==> src/rtl/dino_input_pkg.sv <==
// Shared encodings and widths for the button input path (debounce channels and top).
package dino_input_pkg;

  typedef enum logic [1:0] {
    ST_RELEASED        = 2'd0,
    ST_PRESS_PENDING   = 2'd1,
    ST_PRESSED         = 2'd2,
    ST_RELEASE_PENDING = 2'd3
  } state_t;

  localparam int CNT_W  = 4;
  localparam int RCNT_W = 8;

  localparam int BTN_START = 0;
  localparam int BTN_UP    = 1;
  localparam int BTN_DOWN  = 2;

endpackage

==> src/rtl/debounce_channel.sv <==
// One button: two-flop synchroniser followed by a tick-counted debounce FSM.
// Define BUTTON_AUTOREPEAT_EN to add periodic press pulses while the button is held.
module debounce_channel
  import dino_input_pkg::*;
#(
  parameter int DEBOUNCE_TICKS = 3,
  parameter int REPEAT_TICKS   = 12
) (
  input  logic clk,
  input  logic rst,
  input  logic tick,
  input  logic btn,
  output logic level,
  output logic press_pulse,
  output logic release_pulse
);

  if (DEBOUNCE_TICKS < 1 || DEBOUNCE_TICKS > 15 || REPEAT_TICKS < 1 || REPEAT_TICKS > 255) begin : g_bad_cfg
    $error("debounce_channel: DEBOUNCE_TICKS or REPEAT_TICKS out of range");
  end

  localparam logic [CNT_W-1:0] CNT_LOAD = CNT_W'(DEBOUNCE_TICKS - 1);

  logic                meta;
  logic                sync;
  state_t              state;
  logic [CNT_W-1:0]    cnt;
`ifdef BUTTON_AUTOREPEAT_EN
  localparam logic [RCNT_W-1:0] RCNT_LOAD = RCNT_W'(REPEAT_TICKS - 1);
  logic [RCNT_W-1:0]   rcnt;
`endif

  always_ff @(posedge clk) begin
    if (rst) begin
      meta <= 1'b0;
      sync <= 1'b0;
    end else begin
      meta <= btn;
      sync <= meta;
    end
  end

  // An input change that disagrees with the pending direction aborts before any tick is counted.
  always_ff @(posedge clk) begin
    if (rst) begin
      state         <= ST_RELEASED;
      cnt           <= '0;
      level         <= 1'b0;
      press_pulse   <= 1'b0;
      release_pulse <= 1'b0;
`ifdef BUTTON_AUTOREPEAT_EN
      rcnt          <= '0;
`endif
    end else begin
      press_pulse   <= 1'b0;
      release_pulse <= 1'b0;
      case (state)
        ST_RELEASED: begin
          if (sync) begin
            state <= ST_PRESS_PENDING;
            cnt   <= CNT_LOAD;
          end
        end
        ST_PRESS_PENDING: begin
          if (!sync) begin
            state <= ST_RELEASED;
            cnt   <= '0;
          end else if (tick) begin
            if (cnt == '0) begin
              state       <= ST_PRESSED;
              level       <= 1'b1;
              press_pulse <= 1'b1;
`ifdef BUTTON_AUTOREPEAT_EN
              rcnt        <= RCNT_LOAD;
`endif
            end else begin
              cnt <= cnt - CNT_W'(1);
            end
          end
        end
        ST_PRESSED: begin
          if (!sync) begin
            state <= ST_RELEASE_PENDING;
            cnt   <= CNT_LOAD;
          end
`ifdef BUTTON_AUTOREPEAT_EN
          if (tick) begin
            if (rcnt == '0) begin
              press_pulse <= 1'b1;
              rcnt        <= RCNT_LOAD;
            end else begin
              rcnt <= rcnt - RCNT_W'(1);
            end
          end
`endif
        end
        ST_RELEASE_PENDING: begin
          if (sync) begin
            state <= ST_PRESSED;
          end else if (tick) begin
            if (cnt == '0) begin
              state         <= ST_RELEASED;
              level         <= 1'b0;
              release_pulse <= 1'b1;
            end else begin
              cnt <= cnt - CNT_W'(1);
            end
          end
        end
        default: state <= ST_RELEASED;
      endcase
    end
  end

endmodule

==> src/rtl/button_debouncer.sv <==
// Debounces NUM_BUTTONS raw push-buttons (start/up/down) using the line-group tick.
// Auto-repeat press pulses are enabled by defining BUTTON_AUTOREPEAT_EN.
module button_debouncer
  import dino_input_pkg::*;
#(
  parameter int NUM_BUTTONS    = 3,
  parameter int DEBOUNCE_TICKS = 3,
  parameter int REPEAT_TICKS   = 12
) (
  input  logic                   clk,
  input  logic                   rst,
  input  logic                   i_tick,
  input  logic [NUM_BUTTONS-1:0] i_btn_raw,
  output logic [NUM_BUTTONS-1:0] o_btn_level,
  output logic [NUM_BUTTONS-1:0] o_btn_press,
  output logic [NUM_BUTTONS-1:0] o_btn_release
);

  for (genvar i = 0; i < NUM_BUTTONS; i++) begin : g_chan
    debounce_channel #(
      .DEBOUNCE_TICKS(DEBOUNCE_TICKS),
      .REPEAT_TICKS  (REPEAT_TICKS)
    ) u_chan (
      .clk          (clk),
      .rst          (rst),
      .tick         (i_tick),
      .btn          (i_btn_raw[i]),
      .level        (o_btn_level[i]),
      .press_pulse  (o_btn_press[i]),
      .release_pulse(o_btn_release[i])
    );
  end

endmodule

==> config.mk <==
export PLATFORM = sky130hd
export DESIGN_NAME = button_debouncer
export DESIGN_NICKNAME = d
export VERILOG_FILES = /design/src/rtl/dino_input_pkg.sv /design/src/rtl/debounce_channel.sv /design/src/rtl/button_debouncer.sv
export SDC_FILE = /design/constraint.sdc
export NUM_CORES = 1
export LEC_CHECK = 0
export CORE_AREA = 10 10 84 86
export DETAILED_ROUTE_END_ITERATION = 10
export DIE_AREA = 0 0 94 96
export DONT_BUFFER_PORTS = 1
export GPL_TIMING_DRIVEN = 1
export HOLD_SLACK_MARGIN = 0.02
export PLACE_DENSITY_LB_ADDON = 0.25
export SLEW_MARGIN = 0
export SYNTH_ARGS = -nofsm -noshare
export SYNTH_HDL_FRONTEND = slang
export SYNTH_SLANG_ARGS = --single-unit
==> constraint.sdc <==
create_clock -name clk -period 5.1 [get_ports clk]
set_clock_uncertainty 0.15 [all_clocks]
set_input_delay 0.51 -clock clk [delete_from_list [all_inputs] [get_ports clk]]
set_output_delay 0.51 -clock clk [all_outputs]
set_load 0.03 [all_outputs]
[Word-level counts from Yosys, hierarchy flattened]
Index checks and enable logic that the tools add are counted.
Widths: inputs -> output; s select.
Storage, ports and cells
  bits in registers: 33
  input bits: 6
  output and inout bits: 9
Operators by class
  add/subtract/negate cells: 3
  eq/ne operators: 45
  mux-type cells: 75
  bitwise logic cells: 9
  reductions and logical operators: 24
Operators by type and width (count)
  $mux 4: 18
  $mux 2: 24
  $pmux 4 s4: 3
  $mux 1: 24
  $ne 2x1->1 const B: 12
  $ne 2x2->1 const B: 12
  $pmux 2 s4: 3
  $reduce_and 7->1: 3
  $ne 3x3->1 const B: 6
  $reduce_and 6->1: 3
  $reduce_or 3->1: 6
  $eq 2x2->1 const B: 6
  $logic_not 4->1: 3
  $sub 4x1->4 const B: 3
  $ne 3x1->1 const B: 3
  $ne 3x2->1 const B: 3
  $not 1->1: 9
  $reduce_and 3->1: 3
  $eq 2x1->1 const B: 3
  $logic_not 2->1: 3
  $pmux 1 s2: 3
  $reduce_bool 2->1: 3

[Depth between registers and ports, before layout]
Gate-level depths: netlist of run 1.
  depth after elaboration: 5
  mapped depth: 6
  gate-level depth less buffers: 6

[Modules after synthesis]
From an unflattened synthesis of run 1, not the netlist that was laid out.
Second synthesis, totals
  cells, all modules: 168
  area, all modules: 1584.0 sq um
Modules (own cells, without submodules)
  debounce_channel: instances 3, cells an instance 56, area each 528.0 sq um, seq. area each 220.2 sq um

[Worst setup path after synthesis of run 1]
OpenSTA, ideal clock, no wires.
  path kind: reg-to-reg
  start point: reg g_chan[1].u_chan.cnt[1]
  end point: reg g_chan[1].u_chan.level
  setup time: 0.133 ns
  arrival: 1.514 ns
  required time: 4.817 ns
  setup slack: 3.303 ns
  cell stages (with the launch flop): 7
  buffers on the path: 0
  cells stage by stage: dfxtp_1 inv_1 ha_1 or3b_2 or2_2 nor2_1 o32ai_1
Between the ends
  word-level cells in the longest chain between the ends: 3
  elaborated cells on any way between the ends: 4
Ends and longest elaborated chain
  start: declaration: line debounce_channel.sv:27  | logic [CNT_W-1:0] cnt;
  start signal: assignment: line debounce_channel.sv:77  | cnt <= cnt - CNT_W'(1);
  start signal: assignment: line debounce_channel.sv:106  | cnt <= cnt - CNT_W'(1);
  $logic_not 4->1 *: line debounce_channel.sv:69, debounce_channel.sv:101
  $ne 2x1->1 (no source line)
  $reduce_and 7->1 (no source line) *
  end signal: assignment: line debounce_channel.sv:48  | level <= 1'b0;
  end signal: assignment: line debounce_channel.sv:71  | level <= 1'b1;
  end signal: assignment: line debounce_channel.sv:103  | level <= 1'b0;
  end: declaration: line debounce_channel.sv:13  | output logic level,
Mark *: on every way between the ends. The rest lies on a longest branch, timed or not.
A chain may end at the register's enable or synchronous reset.

[Final worst setup path of run 1]
Same ends and word-level chain as after synthesis.

==> results of run 1 <==
state kept, by name, indices dropped and copies added, names as in the netlist, named ones only:
register                     count
g_chan.u_chan.cnt               12
g_chan.u_chan.level              3
g_chan.u_chan.meta               3
g_chan.u_chan.press_pulse        3
g_chan.u_chan.release_pulse      3
g_chan.u_chan.state              3
g_chan.u_chan.sync               3
report_power, final:
group / internal, µW / total [µW] / switching, µW / leakage [µW]
clock: 194 / 296 / 102 / 0.0000681
combinational: 18.2 / 35.9 / 17.7 / 0.000302
sequential: 266 / 281 / 15.0 / 0.000268
worst register-to-register path, cell delays in order, from the launching register on:
cell                      delay (ns)
sky130_fd_sc_hd__dfxtp_1        0.34
sky130_fd_sc_hd__inv_1          0.06
sky130_fd_sc_hd__ha_1           0.19
sky130_fd_sc_hd__or3b_2         0.53
sky130_fd_sc_hd__or2_2          0.34
sky130_fd_sc_hd__nor2_1         0.11
sky130_fd_sc_hd__o32ai_1        0.08
path summary, 6_finish.rpt:
check | cells after the start | start | end
max | 6 | g_chan[1].u_chan.cnt[1] | g_chan[1].u_chan.level
min | 1 | rst | g_chan[0].u_chan.sync
max reg2reg | 6 | g_chan[1].u_chan.cnt[1] | g_chan[1].u_chan.level
min reg2reg | 1 | g_chan[0].u_chan.meta | g_chan[0].u_chan.sync
cell type report:
class / instances / area (µm²) / share of cell area [%]
clock buffers: 5 / 68.82 / 3.868
clock inverters: 3 / 65.06 / 3.657
inverters: 12 / 45.04 / 2.532
multi-input cells: 130 / 849.6 / 47.75
flip-flops and latches: 33 / 660.6 / 37.13
well taps: 72 / 90.09 / 5.063
metal layers:
metal	up-vias	GRT usage, %
li1	661	-
met1	635	9.161
met5	-	0
met2	17	12.79
met4	0	4.177
met3	5	2.724
cells by family (layout without fill, tap and decap cells):
group	after synthesis	after routing
XOR/XNOR	5	5
adder cells (fa/ha/maj)	3	3
AND/OR/NAND/NOR	81	81
buffers and inverters	33	20
flip-flops	33	33
AO/OA/AOI/OAI	37	37
multiplexers	4	4
synth_stat cells, drive strengths merged, types with 3 or more instances:
| master | n | area (µm²) |
|---|---|---|
| nand4 | 4 | 25.02 |
| or3b | 3 | 26.28 |
| a21oi | 8 | 40.04 |
| nor3 | 9 | 45.04 |
| clkbuf | 8 | 30.03 |
| nor4b | 5 | 43.79 |
| xor2 | 3 | 26.28 |
| buf | 12 | 85.08 |
| o21ai | 3 | 15.01 |
| nor2b | 6 | 37.54 |
| nand2 | 16 | 60.06 |
| nand3 | 8 | 40.04 |
| nor2 | 11 | 41.29 |
| ha | 3 | 37.54 |
| dfxtp | 33 | 660.6 |
| inv | 12 | 45.04 |
| and3 | 3 | 18.77 |
| o31ai | 3 | 22.52 |
| nand2b | 4 | 25.02 |
metrics by stage:
step / cell area [µm²] / hold WS [ns] / setup slack [ns]
after floorplan: 1683 / 0.2638 / 3.303
after detailed placement: 1645 / 0.2720 / 3.204
after global routing: 1779 / 0.1148 / 3.051
after CTS: 1779 / 0.1257 / 3.188
after global placement: 1645 / 0.2680 / 3.229
final: 1779 / 0.1404 / 3.179
==> flow_metrics.env, run 1 <==
export IMPL_report_final_setup_viol=0
export IMPL_synth_mux_area_share_pct=2.528
export IMPL_synth_top_family_by_area="simple AND/OR/NAND/NOR gates"
export IMPL_setup_tns_ns=0
export IMPL_synth_cell_area_um2=1683
export IMPL_clock_network_latency_to_the_later_pin_of_the_worst_skew_pair_ns=0.29
export IMPL_holdCritPathClass="in -> reg"
export IMPL_critPathLaunchType="register"
export IMPL_core_area_um2=5405
export IMPL_placementRows=27
export IMPL_finalWeightedCongestion=0.7844
export IMPL_dr_wl_met3_um=131
export IMPL_num_fill_cells=584
export IMPL_rsz0062_at_grt="false"
export IMPL_endpoint_kind="register"
export IMPL_routedWlPerCell_um=13.48
export IMPL_path_clk_slew_ns=0.07
export IMPL_drtAntennaViolNets=0
export IMPL_grt_pass1_wl_um=5678
export IMPL_postCtsSetupBuffers=0
export IMPL_worstMarginPinSlew_ns=0.4582
export IMPL_drt_pass1_iter_count=4
export IMPL_antenna_diode_count=0
export IMPL_critPathMaxFanout=6
export IMPL_run_status="complete, no violations"
export IMPL_postSynthCellCount=196
export IMPL_synth_seq_area_share_pct=39.26
export IMPL_tritoncts="built"
export IMPL_crit_path_top_delay_cell="sky130_fd_sc_hd__or3b_2"
export IMPL_starting_density_of_the_core_pct=31.13
export IMPL_fin_max_slew_vios=0
export IMPL_numCtsBuffers=5
export IMPL_wirelength_met1_um=1659
export IMPL_critical_path_top_delay_family="simple AND/OR/NAND/NOR gates"
export IMPL_cts_htree_levels=2
export IMPL_post_synth_and_or_nand_nor_area_fraction_pct=27.29
export IMPL_cp_required_ns=5.12
export IMPL_detail_route_wirelength_um=3438
export IMPL_drc_viols=0
export IMPL_placement_io_buffers=0
export IMPL_drive_above_1_share_pct=8.743
export IMPL_ios=15
export IMPL_ys_dominant_reg_cell="sky130_fd_sc_hd__dfxtp_1"
export IMPL_synth_ff_latch_count=33
export IMPL_maxSlewHeadroom_pct=69.13
export IMPL_dieWidth_um=94
export IMPL_timing_final_crit_share_pct=37.67
export IMPL_worst_path_buf_inv=1
export IMPL_final_instance_count_excl_fill=255
export IMPL_synth_warning_count=0
export IMPL_synth_lib_cells_used_distinct=50
export IMPL_detailroute_via_count=1318
export IMPL_internal_reg_to_reg_setup_slack_ns=3.18
export IMPL_flow_area_growth_from_synthesis_pct=5.725
export IMPL_grt_usage_pct=7.941
export IMPL_vdd_drop_max_mv=0.1461
export IMPL_post_place_cells=247
export IMPL_nets=191
export IMPL_synth_avg_cell_area_um2=8.586
export IMPL_holdBufCountCts=0
export IMPL_p_leak_uw=0.0006382
export IMPL_fin_crit_ns=1.921
export IMPL_initial_antenna_violation_count=0
export IMPL_highest_signal_layer="met4"
export IMPL_critical_path_cell_chain="inv_1, ha_1, or3b_2, or2_2, nor2_1, o32ai_1"
export IMPL_via_per_inst=5.169
export IMPL_dr_first_iter_drc_count=85
export IMPL_synthAdderAreaFrac_pct=2.230
export IMPL_die_height_um=96
export IMPL_layout_commonest_cell="sky130_fd_sc_hd__dfxtp_1"
export IMPL_final_hold_viol_count=0
export IMPL_timing_max_cap_violations=0
export IMPL_cts_root_buffer_type="sky130_fd_sc_hd__clkbuf_8"
export IMPL_mostFrequentLayoutCells="sky130_fd_sc_hd__dfxtp_1, sky130_fd_sc_hd__nand2_1, sky130_fd_sc_hd__inv_1"
export IMPL_yosys_area_share_xor_xnor_pct=2.602
export IMPL_tritoncts_num_sinks=33
export IMPL_synth_edff_count=0
export IMPL_grt_max_degree=33
export IMPL_post_cts_resize_count=0
export IMPL_cell_area_power_density_nw_per_um2=344.3
export IMPL_die_area_um2=9024
export IMPL_critical_path_class="reg -> reg"
export IMPL_synth_compound_area_share_pct=15.84
export IMPL_worst_ep_arrival_time_ns=1.94
export IMPL_maximum_clock_path_buffer_count=2
export IMPL_amount_of_wire_on_met2_after_detailed_routing_um=1579
export IMPL_async_flop_share_pct=0
export IMPL_detailedPlacementHpwl_um=2345
export IMPL_grt_pass1_vias=1235
export IMPL_crit_path_max_incr_delay_ns=0.52
export IMPL_gr_total_overflow=0
export IMPL_final_util_pct=32.92
export IMPL_fin_total_pwr_uw=612.5
export IMPL_fmax_mhz=520.5
export IMPL_synthesis_nets=205
(Power assumes the default switching activity.)
==> run 2: changes to the inputs <==
==> constraint.sdc (replaced) <==
create_clock -name clk -period 1.69 [get_ports clk]
set_clock_uncertainty 0.15 [all_clocks]
set_input_delay 0.169 -clock clk [delete_from_list [all_inputs] [get_ports clk]]
set_output_delay 0.169 -clock clk [all_outputs]
set_load 0.03 [all_outputs]
==> run 2 against run 1 <==
Compared with the run above: sequential cell count stayed put; highest routed layer unchanged; largest power group is now sequential cells; final cell count is 12% higher; clock power is 130% higher; sequential power grew to 3.0 times the previous value; register-to-register slack worse by 3.1 ns; cell area is 20% higher; critical path type unchanged; sequential share of layout area is 6.0 points lower.
==> flow_metrics.env, run 2 (synthesized netlist as in run 1, its figures left out) <==
export IMPL_p_leak_uw=0.0008008
export IMPL_dr_first_iter_drc_count=54
export IMPL_detailedPlacementHpwl_um=2503
export IMPL_grt_pass1_wl_um=6113
export IMPL_path_clk_slew_ns=0.08
export IMPL_routedWlPerCell_um=13.37
export IMPL_finalWeightedCongestion=0.7480
export IMPL_drt_pass1_iter_count=4
export IMPL_critPathMaxFanout=2
export IMPL_antenna_diode_count=0
export IMPL_ios=15
export IMPL_flow_area_growth_from_synthesis_pct=27.29
export IMPL_holdCritPathClass="in -> reg"
export IMPL_final_instance_count_excl_fill=285
export IMPL_maximum_clock_path_buffer_count=2
export IMPL_worst_ep_arrival_time_ns=1.72
export IMPL_mostFrequentLayoutCells="sky130_fd_sc_hd__dfxtp_1, sky130_fd_sc_hd__buf_4, sky130_fd_sc_hd__nand2_1"
export IMPL_timing_final_crit_share_pct=98.25
export IMPL_drive_above_1_share_pct=32.39
export IMPL_gr_total_overflow=0
export IMPL_clock_network_latency_to_the_later_pin_of_the_worst_skew_pair_ns=0.28
export IMPL_critical_path_class="reg -> reg"
export IMPL_post_place_cells=270
export IMPL_internal_reg_to_reg_setup_slack_ns=0.03
export IMPL_fin_max_slew_vios=0
export IMPL_cell_area_power_density_nw_per_um2=800.2
export IMPL_cp_required_ns=1.74
export IMPL_die_height_um=96
export IMPL_layout_commonest_cell="sky130_fd_sc_hd__dfxtp_1"
export IMPL_die_area_um2=9024
export IMPL_fin_crit_ns=1.660
export IMPL_vdd_drop_max_mv=0.4189
export IMPL_worstHoldEndpoint="g_chan[2].u_chan.level"
export IMPL_tritoncts_num_sinks=33
export IMPL_cts_root_buffer_type="sky130_fd_sc_hd__clkbuf_8"
export IMPL_drtAntennaViolNets=0
export IMPL_endpoint_kind="register"
export IMPL_detail_route_wirelength_um=3811
export IMPL_rsz0062_at_grt="true"
export IMPL_timing_max_cap_violations=0
export IMPL_core_area_um2=5405
export IMPL_cts_htree_levels=2
export IMPL_initial_antenna_violation_count=0
export IMPL_final_util_pct=39.63
export IMPL_run_status="complete, no violations"
export IMPL_via_per_inst=4.954
export IMPL_dieWidth_um=94
export IMPL_nets=221
export IMPL_maxSlewHeadroom_pct=74.20
export IMPL_grt_pass1_vias=1312
export IMPL_max_reg_flops=12
export IMPL_detailroute_via_count=1412
export IMPL_starting_density_of_the_core_pct=31.13
export IMPL_drc_viols=0
export IMPL_number_of_cells_on_the_worst_hold_path=2
export IMPL_grt_max_degree=32
export IMPL_rr_worst_depth=3
export IMPL_numCtsBuffers=5
export IMPL_fmax_mhz=602.3
export IMPL_tritoncts="built"
export IMPL_rr_startpoint="g_chan[0].u_chan.cnt[1]"
export IMPL_placementRows=27
export IMPL_report_final_setup_viol=0
export IMPL_start_point_of_the_worst_hold_path="i_tick"
export IMPL_final_hold_viol_count=0
export IMPL_postCtsSetupBuffers=0
export IMPL_num_fill_cells=560
export IMPL_critPathLaunchType="register"
export IMPL_reg2reg_capture_point="g_chan[0].u_chan.cnt[3]"
export IMPL_worstMarginPinSlew_ns=0.3865
export IMPL_grt_usage_pct=8.475
export IMPL_largest_register="g_chan.u_chan.cnt"
export IMPL_placement_io_buffers=0
[run 2: changes by cell type in the layout (fill, tap and decap cells not counted), moves of 4 or more]
cell and change:
sky130_fd_sc_hd__dfxtp_1 -5, sky130_fd_sc_hd__buf_4 +23, sky130_fd_sc_hd__inv_1 -4, sky130_fd_sc_hd__dfxtp_2 +5, sky130_fd_sc_hd__inv_2 +4, sky130_fd_sc_hd__dlygate4sd3_1 +6
[run 2: what timing repair did]
action	CTS	global route
endpoints found under the setup margin	6	11
pin swaps	6	17
resized for setup	7	28
hold endpoints to repair	32	1
hold buffers	6	1
[run 2: metrics by stage]
step | cell area, µm² | total power, µW | hold slack (ns) | setup TNS (ns) | setup slack [ns]
floorplan | 1690 | 981.0 | 0.1472 | -0.004122 | -0.004122
global placement | 1826 | 1007 | 0.09585 | -0.03089 | -0.02170
detailed placement | 1826 | 1006 | 0.09774 | -0.06529 | -0.02867
CTS | 2028 | 1710 | 0.02410 | 0 | 0.002412
global route | 2142 | 1809 | 0.06776 | -0.09169 | -0.03333
finish | 2142 | 1714 | 0.04738 | 0 | 0.02963
[run 2: cell type report]
type | count | area (µm²) | area share, %
Multi-Input combinational cell | 130 | 985.9 | 46.03
Clock inverter | 1 | 5.005 | 0.2336
Timing Repair Buffer | 30 | 252.7 | 11.80
Tap cell | 72 | 90.09 | 4.206
Inverter | 12 | 45.04 | 2.103
Sequential cell | 33 | 666.9 | 31.13
Clock buffer | 7 | 96.34 | 4.498
[run 2: worst max-delay path: stages (launching register included)]
cell and delay [ns]:
sky130_fd_sc_hd__dfxtp_2 0.33, sky130_fd_sc_hd__or4b_4 0.53, sky130_fd_sc_hd__or4_1 0.41, sky130_fd_sc_hd__a31oi_1 0.17
[run 2: report_power, final]
group | total (µW) | switching (µW) | internal [µW]
registers | 844 | 41.8 | 803
clock network | 668 | 300 | 369
logic | 201 | 92.2 | 109
total | 1710 | 434 | 1280
[run 2: per-layer routing]
metal | up-vias | global-route usage, % | wire length [µm]
li1 | 728 | - | -
met1 | 667 | 10.75 | 1855
met2 | 15 | 13.19 | 1770
met3 | 2 | 2.257 | 145
met4 | 0 | 3.797 | 40
met5 | - | 0 | 0
[run 2: worst max path at each step]
stage | endpoint | cells past startpoint | start
5_1_grt | g_chan[1].u_chan.cnt[3] | 5 | g_chan[1].u_chan.cnt[1]
4_1_cts | g_chan[1].u_chan.cnt[1] | 6 | g_chan[1].u_chan.cnt[0]
3_3_place_gp | g_chan[1].u_chan.cnt[3] | 6 | g_chan[1].u_chan.cnt[0]
6_report | g_chan[0].u_chan.cnt[3] | 3 | g_chan[0].u_chan.cnt[1]
2_1_floorplan | g_chan[1].u_chan.level | 6 | g_chan[1].u_chan.cnt[1]
3_5_place_dp | g_chan[1].u_chan.cnt[3] | 6 | g_chan[1].u_chan.cnt[0]
==> run 3: changes to the inputs <==
--- a/config.mk
+++ b/config.mk
@@ -12,6 +12,7 @@
 export GPL_TIMING_DRIVEN = 1
 export HOLD_SLACK_MARGIN = 0.02
 export PLACE_DENSITY_LB_ADDON = 0.25
+export RECOVER_POWER = 100
 export SLEW_MARGIN = 0
 export SYNTH_ARGS = -nofsm -noshare
 export SYNTH_HDL_FRONTEND = slang
==> constraint.sdc (replaced) <==
create_clock -name clk -period 1.7 [get_ports clk]
set_clock_uncertainty 0.15 [all_clocks]
set_input_delay 0.17 -clock clk [delete_from_list [all_inputs] [get_ports clk]]
set_output_delay 0.17 -clock clk [all_outputs]
set_load 0.03 [all_outputs]
==> run 3 against run 2 <==
Compared with the run above: core utilization is 0.60 points higher; setup slack got worse by 0.022 ns; critical path depth unchanged; sequential cell count did not move; final cell count decreased by 0.35%; global-route usage up 0.30 points; sequential power fell by 0.5%; combinational power barely moved.
==> flow_metrics.env, run 3 (synthesized netlist as in run 1, its figures left out) <==
export IMPL_fin_total_pwr_uw=1824
export IMPL_vdd_drop_max_mv=0.4881
export IMPL_report_final_setup_viol=0
export IMPL_finalWeightedCongestion=0.7445
export IMPL_drive_above_1_share_pct=32.08
export IMPL_cts_root_buffer_type="sky130_fd_sc_hd__clkbuf_8"
export IMPL_worst_slack_ns=0.008014
export IMPL_num_fill_cells=557
export IMPL_crit_path_max_incr_delay_ns=0.53
export IMPL_core_area_um2=5405
export IMPL_antenna_diode_count=0
export IMPL_placement_io_buffers=0
export IMPL_dieWidth_um=94
export IMPL_fin_crit_ns=1.692
export IMPL_cp_required_ns=1.76
export IMPL_tritoncts_num_sinks=33
export IMPL_initial_antenna_violation_count=0
export IMPL_endpoint_kind="register"
export IMPL_routedWlPerCell_um=13.68
export IMPL_dr_first_iter_drc_count=76
export IMPL_critical_path_top_delay_family="simple AND/OR/NAND/NOR gates"
export IMPL_grt_pass1_vias=1361
export IMPL_ios=15
export IMPL_grt_max_degree=33
export IMPL_final_hold_viol_count=0
export IMPL_largest_register="g_chan.u_chan.cnt"
export IMPL_drtAntennaViolNets=0
export IMPL_fmax_mhz=591.0
export IMPL_maximum_clock_path_buffer_count=2
export IMPL_critPathMaxFanout=2
export IMPL_rsz0062_at_grt="true"
export IMPL_max_reg_flops=12
export IMPL_postLayoutCellArea_um2=2175
export IMPL_layout_commonest_cell="sky130_fd_sc_hd__dfxtp_1"
export IMPL_gr_total_overflow=0
export IMPL_flow_area_growth_from_synthesis_pct=29.22
export IMPL_critical_path_class="reg -> reg"
export IMPL_die_area_um2=9024
export IMPL_maxSlewHeadroom_pct=69.97
export IMPL_cell_area_power_density_nw_per_um2=838.7
export IMPL_clock_network_latency_to_the_later_pin_of_the_worst_skew_pair_ns=0.29
export IMPL_placementRows=27
export IMPL_critPathLaunchType="register"
export IMPL_worstMarginPinSlew_ns=0.4505
export IMPL_nets=220
export IMPL_setup_tns_ns=0
export IMPL_placedInstanceArea_um2=1818
export IMPL_detailedPlacementHpwl_um=2574
export IMPL_holdCritPathClass="in -> reg"
export IMPL_worst_ep_arrival_time_ns=1.75
export IMPL_mostFrequentLayoutCells="sky130_fd_sc_hd__dfxtp_1, sky130_fd_sc_hd__buf_4, sky130_fd_sc_hd__nand2_1"
export IMPL_detail_route_wirelength_um=3886
export IMPL_starting_density_of_the_core_pct=31.13
export IMPL_path_clk_slew_ns=0.07
export IMPL_grt_pass1_wl_um=6334
export IMPL_critical_path_cell_chain="or4b_4, or4_4, a31oi_4"
export IMPL_cts_htree_levels=2
export IMPL_detailedPlace_worstSlack_ns=-0.03060
export IMPL_worst_path_buf_inv=0
export IMPL_detailroute_via_count=1437
export IMPL_crit_path_top_delay_cell="sky130_fd_sc_hd__or4b_4"
export IMPL_run_status="complete, no violations"
export IMPL_timing_max_cap_violations=0
export IMPL_drc_viols=0
export IMPL_tritoncts="built"
export IMPL_die_height_um=96
export IMPL_numCtsBuffers=5
export IMPL_p_leak_uw=0.0007929
export IMPL_grt_usage_pct=8.778
export IMPL_fin_max_slew_vios=0
export IMPL_via_per_inst=5.060
export IMPL_timing_final_crit_share_pct=99.53
export IMPL_drt_pass1_iter_count=4
[run 3: final timing paths]
| path | start | endpoint | slack [ns] | depth (start not counted) |
|---|---|---|---|---|
| setup / recovery | g_chan[0].u_chan.cnt[1] | g_chan[0].u_chan.cnt[3] | 0.008 | 3 |
| hold / removal | i_tick | g_chan[2].u_chan.level | 0.04 | 2 |
| setup reg to reg | g_chan[0].u_chan.cnt[1] | g_chan[0].u_chan.cnt[3] | 0.008 | 3 |
| hold reg to reg | g_chan[2].u_chan.meta | g_chan[2].u_chan.sync | 0.29 | 1 |
[run 3: worst reg2reg max path: cells and delay by family (launching register included)]
kind	cells	cell delay, ns
compound gates	1	0.17
flops	1	0.33
simple gates	2	0.97
[run 3: repair_timing]
item,in CTS,in global routing
buffers inserted,0,1
endpoints found under the setup margin,6,13
endpoints found under the hold margin,33,0
gates resized for setup,6,33
pin swaps,7,10
hold buffers,6,0
[run 3: power breakdown]
part	leakage [µW]	internal (µW)	switching, µW	total, µW
Combinational	0.000465	105	93.6	198
Sequential	0.000270	798	41.7	840
Clock	0.0000574	477	309	786
Total	0.000793	1380	444	1820
[run 3: per-layer routing]
| metal | global-route usage [%] | part of all wire, % | vias to the layer above |
|---|---|---|---|
| met5 | 0 | 0 | - |
| met4 | 4.177 | 1.5 | 0 |
| met3 | 2.802 | 3.6 | 5 |
| met2 | 14.40 | 49 | 21 |
| met1 | 10.20 | 46 | 689 |
| li1 | - | - | 722 |
[run 3: stage by stage]
| step | utilization [%] | hold slack (ns) | cells |
|---|---|---|---|
| after floorplan | - | 0.1482 | 196 |
| after detailed placement | 33.63 | 0.09890 | 269 |
| final | 40.23 | 0.03931 | 284 |
| after CTS | 37.45 | 0.03490 | 283 |
| after global placement | 33.63 | 0.09689 | 269 |
| after global routing | 40.23 | 0.05621 | 284 |
[run 3: area by class of cell]
cell class	instances	area [µm²]	share of cell area, %
Multi-Input combinational cell	130	1013	46.61
Sequential cell	33	666.9	30.67
Timing Repair Buffer	29	239.0	10.99
Tap cell	72	90.09	4.143
Clock buffer	6	82.58	3.797
Inverter	12	45.04	2.071
Clock inverter	2	37.54	1.726
